**src/rtl/fetch_unit.sv**
```systemverilog
// IF stage: owns the PC, issues in-order imem fetches and queues returned words
// with their PC until IF/ID accepts them; redirects drop everything still in flight.
module fetch_unit #(
  parameter int              XLEN     = 32,
  parameter logic [XLEN-1:0] RESET_PC = '0,
  parameter int              DEPTH    = 2
) (
  input  logic            clk,
  input  logic            rst,
  output logic            imem_req_valid,
  input  logic            imem_req_ready,
  output logic [XLEN-1:0] imem_req_addr,
  input  logic            imem_rsp_valid,
  input  logic [31:0]     imem_rsp_data,
  input  logic            redirect_valid,
  input  logic [XLEN-1:0] redirect_pc,
  input  logic            id_ready,
  output logic            if_valid,
  output logic [XLEN-1:0] if_pc,
  output logic [31:0]     if_instr
);
  localparam int AW = (DEPTH > 1) ? $clog2(DEPTH) : 1;
  localparam int CW = AW + 1;
  localparam int KW = 8;
  localparam logic [CW-1:0] FULL = CW'(DEPTH);

  logic [XLEN-1:0] pc_q;
  logic [XLEN-1:0] pc_mem    [DEPTH];
  logic [31:0]     instr_mem [DEPTH];
  logic [AW-1:0]   head_q;
  logic [AW-1:0]   tail_q;
  logic [AW-1:0]   fill_q;
  logic [CW-1:0]   alloc_cnt;
  logic [CW-1:0]   unfill_cnt;
  logic [KW-1:0]   kill_cnt;
  logic            live_q;

  logic active;
  logic has_data;
  logic accept;
  logic pop;
  logic fill;
  logic kill;

  // Handshakes: a request transfers on a cycle with imem_req_valid && imem_req_ready;
  // an instruction transfers to IF/ID on a cycle with if_valid && id_ready. Neither
  // valid depends on its own ready.
  assign active   = rst && live_q;
  // Entries are allocated and filled in order, so the filled ones are always the
  // oldest: the head is filled whenever some allocated entry is not waiting.
  assign has_data = (alloc_cnt != unfill_cnt);

  assign imem_req_valid = active && !redirect_valid && (alloc_cnt < FULL);
  assign imem_req_addr  = pc_q;
  assign if_valid       = active && has_data && !redirect_valid;
  assign if_pc          = active ? pc_mem[head_q] : '0;
  assign if_instr       = active ? instr_mem[head_q] : '0;

  assign accept = imem_req_valid && imem_req_ready;
  assign pop    = if_valid && id_ready;
  assign kill   = imem_rsp_valid && (kill_cnt != '0);
  assign fill   = imem_rsp_valid && (kill_cnt == '0) && !redirect_valid;

  always_ff @(posedge clk) begin
    if (!rst) begin
      live_q     <= 1'b0;
      pc_q       <= RESET_PC;
      head_q     <= '0;
      tail_q     <= '0;
      fill_q     <= '0;
      alloc_cnt  <= '0;
      unfill_cnt <= '0;
      kill_cnt   <= '0;
    end else begin
      live_q <= 1'b1;
      if (redirect_valid) begin
        pc_q       <= redirect_pc & ~XLEN'(3);
        head_q     <= '0;
        tail_q     <= '0;
        fill_q     <= '0;
        alloc_cnt  <= '0;
        unfill_cnt <= '0;
        // Every word still owed by memory is now stale; one arriving this cycle
        // is dropped here and so is not counted again.
        kill_cnt   <= kill_cnt + KW'(unfill_cnt) - KW'(imem_rsp_valid);
      end else begin
        if (accept) begin
          pc_q   <= pc_q + XLEN'(4);
          tail_q <= tail_q + AW'(1);
        end
        if (pop)  head_q   <= head_q + AW'(1);
        if (fill) fill_q   <= fill_q + AW'(1);
        if (kill) kill_cnt <= kill_cnt - KW'(1);
        alloc_cnt  <= alloc_cnt + CW'(accept) - CW'(pop);
        unfill_cnt <= unfill_cnt + CW'(accept) - CW'(fill);
      end
    end
  end

  always_ff @(posedge clk) begin
    if (accept) pc_mem[tail_q]    <= pc_q;
    if (fill)   instr_mem[fill_q] <= imem_rsp_data;
  end

  // A live response must either be stale or belong to an outstanding request.
  a_rsp_has_slot : assert property (@(posedge clk) disable iff (!rst)
    (imem_rsp_valid && kill_cnt == '0) |-> (unfill_cnt != '0));

endmodule

```
**config.mk**
```make
export PLATFORM = sky130hd
export DESIGN_NAME = fetch_unit
export DESIGN_NICKNAME = d
export VERILOG_FILES = /design/src/rtl/fetch_unit.sv
export SDC_FILE = /design/constraint.sdc
export NUM_CORES = 1
export LEC_CHECK = 0
export BUFFER_PORTS_ARGS = -buffer_cell sky130_fd_sc_hd__buf_4
export CORE_UTILIZATION = 50
export DETAILED_ROUTE_END_ITERATION = 8
export PLACE_DENSITY = 0.74
export SYNTH_ARGS = -nofsm -noshare
export SYNTH_HDL_FRONTEND = slang
export SYNTH_SLANG_ARGS = --single-unit
```
**constraint.sdc**
```tcl
create_clock -name clk -period 9.5 [get_ports clk]
set_input_delay 1.425 -clock clk [delete_from_list [all_inputs] [get_ports clk]]
set_output_delay 1.425 -clock clk [all_outputs]
set_load 0.005 [all_outputs]
```
==> summary.md <==
| Metric | Value |
|---|---|
| Cells after synthesis | 648 |
| Top_reg_cell synth | edfxtp_1 |
| Final worst-path cycle share | 0.425 |
| CP Class | input port to output pin |
| Relative max-transition margin | 0.214 |
| Worst Setup SP | rst |
| Seq cells post-synth | 171 |
| VDD IR max | 179 uV |
| Final setup viols | 0 |
| Clock buffer depth | 2 |
| CTS buffer count | 17 |
| Power density cells | 191 nW/um2 |
| Netlist Area Pre-Place | 7810 um2 |
| Overall power | 0.00186 W |
| Hold Path Stages | 2 |
| Ys async rst share | 0 |
| Die area | 16100 um2 |
| Area Growth Syn to Fin | 24.6% |
| Antenna-violating nets left | 0 |
| Clock Pin Slew Worst Setup and Hold Paths | 0.07 ns |
| H-tree depth | 4 |
| I/O pin count | 168 |
| Outcome | finished, final reports clean |
| CP Max Fanout | 64 |
| Setup bufs post-CTS | 0 |
| Post-CTS Hold Fix Bufs | 0 |
| TritonCTS clock tree | yes |
| Reg-to-Reg Start | alloc_cnt[1] |
| DIE HEIGHT | 127 um |
| Worst-margin pin slew | 1.18 ns |
| Gp weighted congestion | 0.868 |
| Starting Density | 0.514 |
| Fin crit period | 4.03 ns |
| Worst R2R Path Depth | 5 |
| Number of flops mapped to enable cells by yosys | 124 |
| Largest net degree at the start of global routing | 65 |
| Setup tns final | 0 ns |
| Max-cap violation count | 0 |
| Core area | 15200 um2 |
| Skew-Pair Late Insertion Delay | 0.43 ns |
| Hold Crit Class | register to register |
| Share of cells above drive strength 1 | 0.276 |
| Slew Viols, Final | 0 |
| Worst setup EP type | output pin |
| Final net count | 895 |
| Total congestion overflow | 0 |
| CP Data Arrival Time | 2.61 ns |
| Post-Route Skew | 0.0103 ns |
| Hold Vio Cnt, Final | 0 |
| Initial antenna violation count | 0 |
| Nature of the critical path startpoint | input port |
| ANT cells | 0 |
| RSZ-0062 raised after global routing | no |
| LEAKAGE | 3.66 nW |
| First-pass GRT wire length | 27.7 mm |
| R2R setup slack | 6.69 ns |
| Reg2reg end | pc_mem[0][2] |
| Row Count | 45 |
| DR DRC count | 0 |
| Router iterations before antenna repair | 5 |
| Drt wl/cell | 17.6 um |
| Vias in the first global route | 5482 |
| GRT Util Overall | 0.225 |
| Yosys warns | 0 |
| Hold_sp | head_q |
| Die W | 127 um |
| Vias per Instance | 5.57 |
| Average size of a mapped cell | 12.0 um2 |
| Dpl hpwl | 11.7 mm |
| Num Clock Sinks | 171 |
| PortBufs | 161 |
| Commonest non-fill, non-tap cell in the layout | buf_4 |
| CTS root buf | clkbuf_16 |
| Sequential area share after synthesis | 0.597 |
| Critical Path RT | 8.08 ns |
| Commonest non-fill, non-tap cells in the layout | buf_4 (167), edfxtp_1 (124), nor2_1 (94), mux2i_1 (65), dfxtp_1 (46) |
| First DRT Iteration DRCs | 383 |
| Resized Gates After CTS | 0 |
| WL final | 17.6 mm |
| Distinct cells, synth | 66 |
| Total vias in the final route | 5586 |
| Fmax | 0.248 GHz |
-- where the power goes --
group,total (W),switching [W],leakage (nW),internal [W]
clock,0.000672,0.000301,0.284,0.000371
sequential,0.000866,0.0000301,1.52,0.000835
combinational,0.000325,0.000175,1.86,0.000150
-- critical path: stages --
cell	delay (ns)
buf_4	0.18
nand2_2	0.08
buf_4	0.55
nor2_1	0.13
buf_4	0.17
-- routing by layer --
layer,part of all wire,track usage,vias to the layer above
li1,-,-,2674
met1,0.42,0.289,2688
met2,0.50,0.374,195
met3,0.056,0.0468,29
met4,0.023,0.0910,0
met5,0,0,-
-- state kept, by name, indices dropped and copies added, names as in the netlist, named ones only --
signal         count
instr_mem         64
imem_req_addr     30
kill_cnt           8
head_q             1
alloc_cnt          2
pc_mem            60
live_q             1
unfill_cnt         2
fill_q             1
tail_q             1
-- cells in the mapped netlist, types with 4 or more instances --
| cell | count | area, um2 |
|---|---|---|
| a21oi_1 | 28 | 140 |
| a22oi_1 | 4 | 30.0 |
| a31oi_1 | 6 | 37.5 |
| and3_1 | 7 | 43.8 |
| buf_1 | 7 | 26.3 |
| buf_2 | 4 | 20.0 |
| buf_4 | 6 | 45.0 |
| clkbuf_1 | 18 | 67.6 |
| dfxtp_1 | 47 | 941 |
| edfxtp_1 | 124 | 3720 |
| ha_1 | 23 | 288 |
| inv_1 | 26 | 97.6 |
| mux2i_1 | 65 | 651 |
| nand2_1 | 29 | 109 |
| nand3_1 | 16 | 80.1 |
| nand4_1 | 9 | 56.3 |
| nor2_1 | 95 | 357 |
| nor3_1 | 9 | 45.0 |
| nor4_2 | 5 | 62.6 |
| o21ai_0 | 16 | 80.1 |
| o311ai_0 | 4 | 35.0 |
| xnor2_1 | 25 | 219 |
-- logic make-up after synthesis --
group                    Yosys count  share of synthesized area
multiplexers                      67                     0.0862
AO/OA/AOI/OAI                     90                     0.0752
adder cells (fa/ha/maj)           24                     0.0394
XOR/XNOR                          27                     0.0303
other                              1                   0.000480
AND/OR/NAND/NOR                  205                      0.136
flip-flops                       171                      0.597
buffers and inverters             63                     0.0348
-- through the flow --
stage / hold slack [ns] / worst slack, ns / area, um2 / util / std cells
after floorplan: 0.481 / 5.34 / 7820 / - / 651
after global placement: 0.494 / 5.41 / 9150 / 0.602 / 970
after detailed placement: 0.507 / 5.36 / 9150 / 0.602 / 970
after CTS: 0.534 / 5.47 / 9730 / 0.640 / 1002
after global routing: 0.551 / 5.38 / 9730 / 0.640 / 1002
final: 0.525 / 5.47 / 9730 / 0.640 / 1002
-- layout make-up --
type | count | area, um2
clock buffers | 17 | 425
clock inverters | 15 | 155
fillers | 1176 | 5470
inverters | 27 | 101
multi-input cells | 417 | 2890
flip-flops and latches | 171 | 4670
well taps | 188 | 235
repair buffers | 167 | 1250
-- how the worst max path moves through the flow --
stage / endpoint / slack [ns] / depth (start not counted)
after floorplan: pc_mem[0][10] / 5.34 / 7
after global placement: pc_mem[0][10] / 5.41 / 6
after detailed placement: pc_mem[0][11] / 5.36 / 6
after CTS: if_pc[3] / 5.47 / 5
after global routing: if_pc[24] / 5.38 / 5
final: if_pc[24] / 5.47 / 5
(Power assumes the default switching activity.)
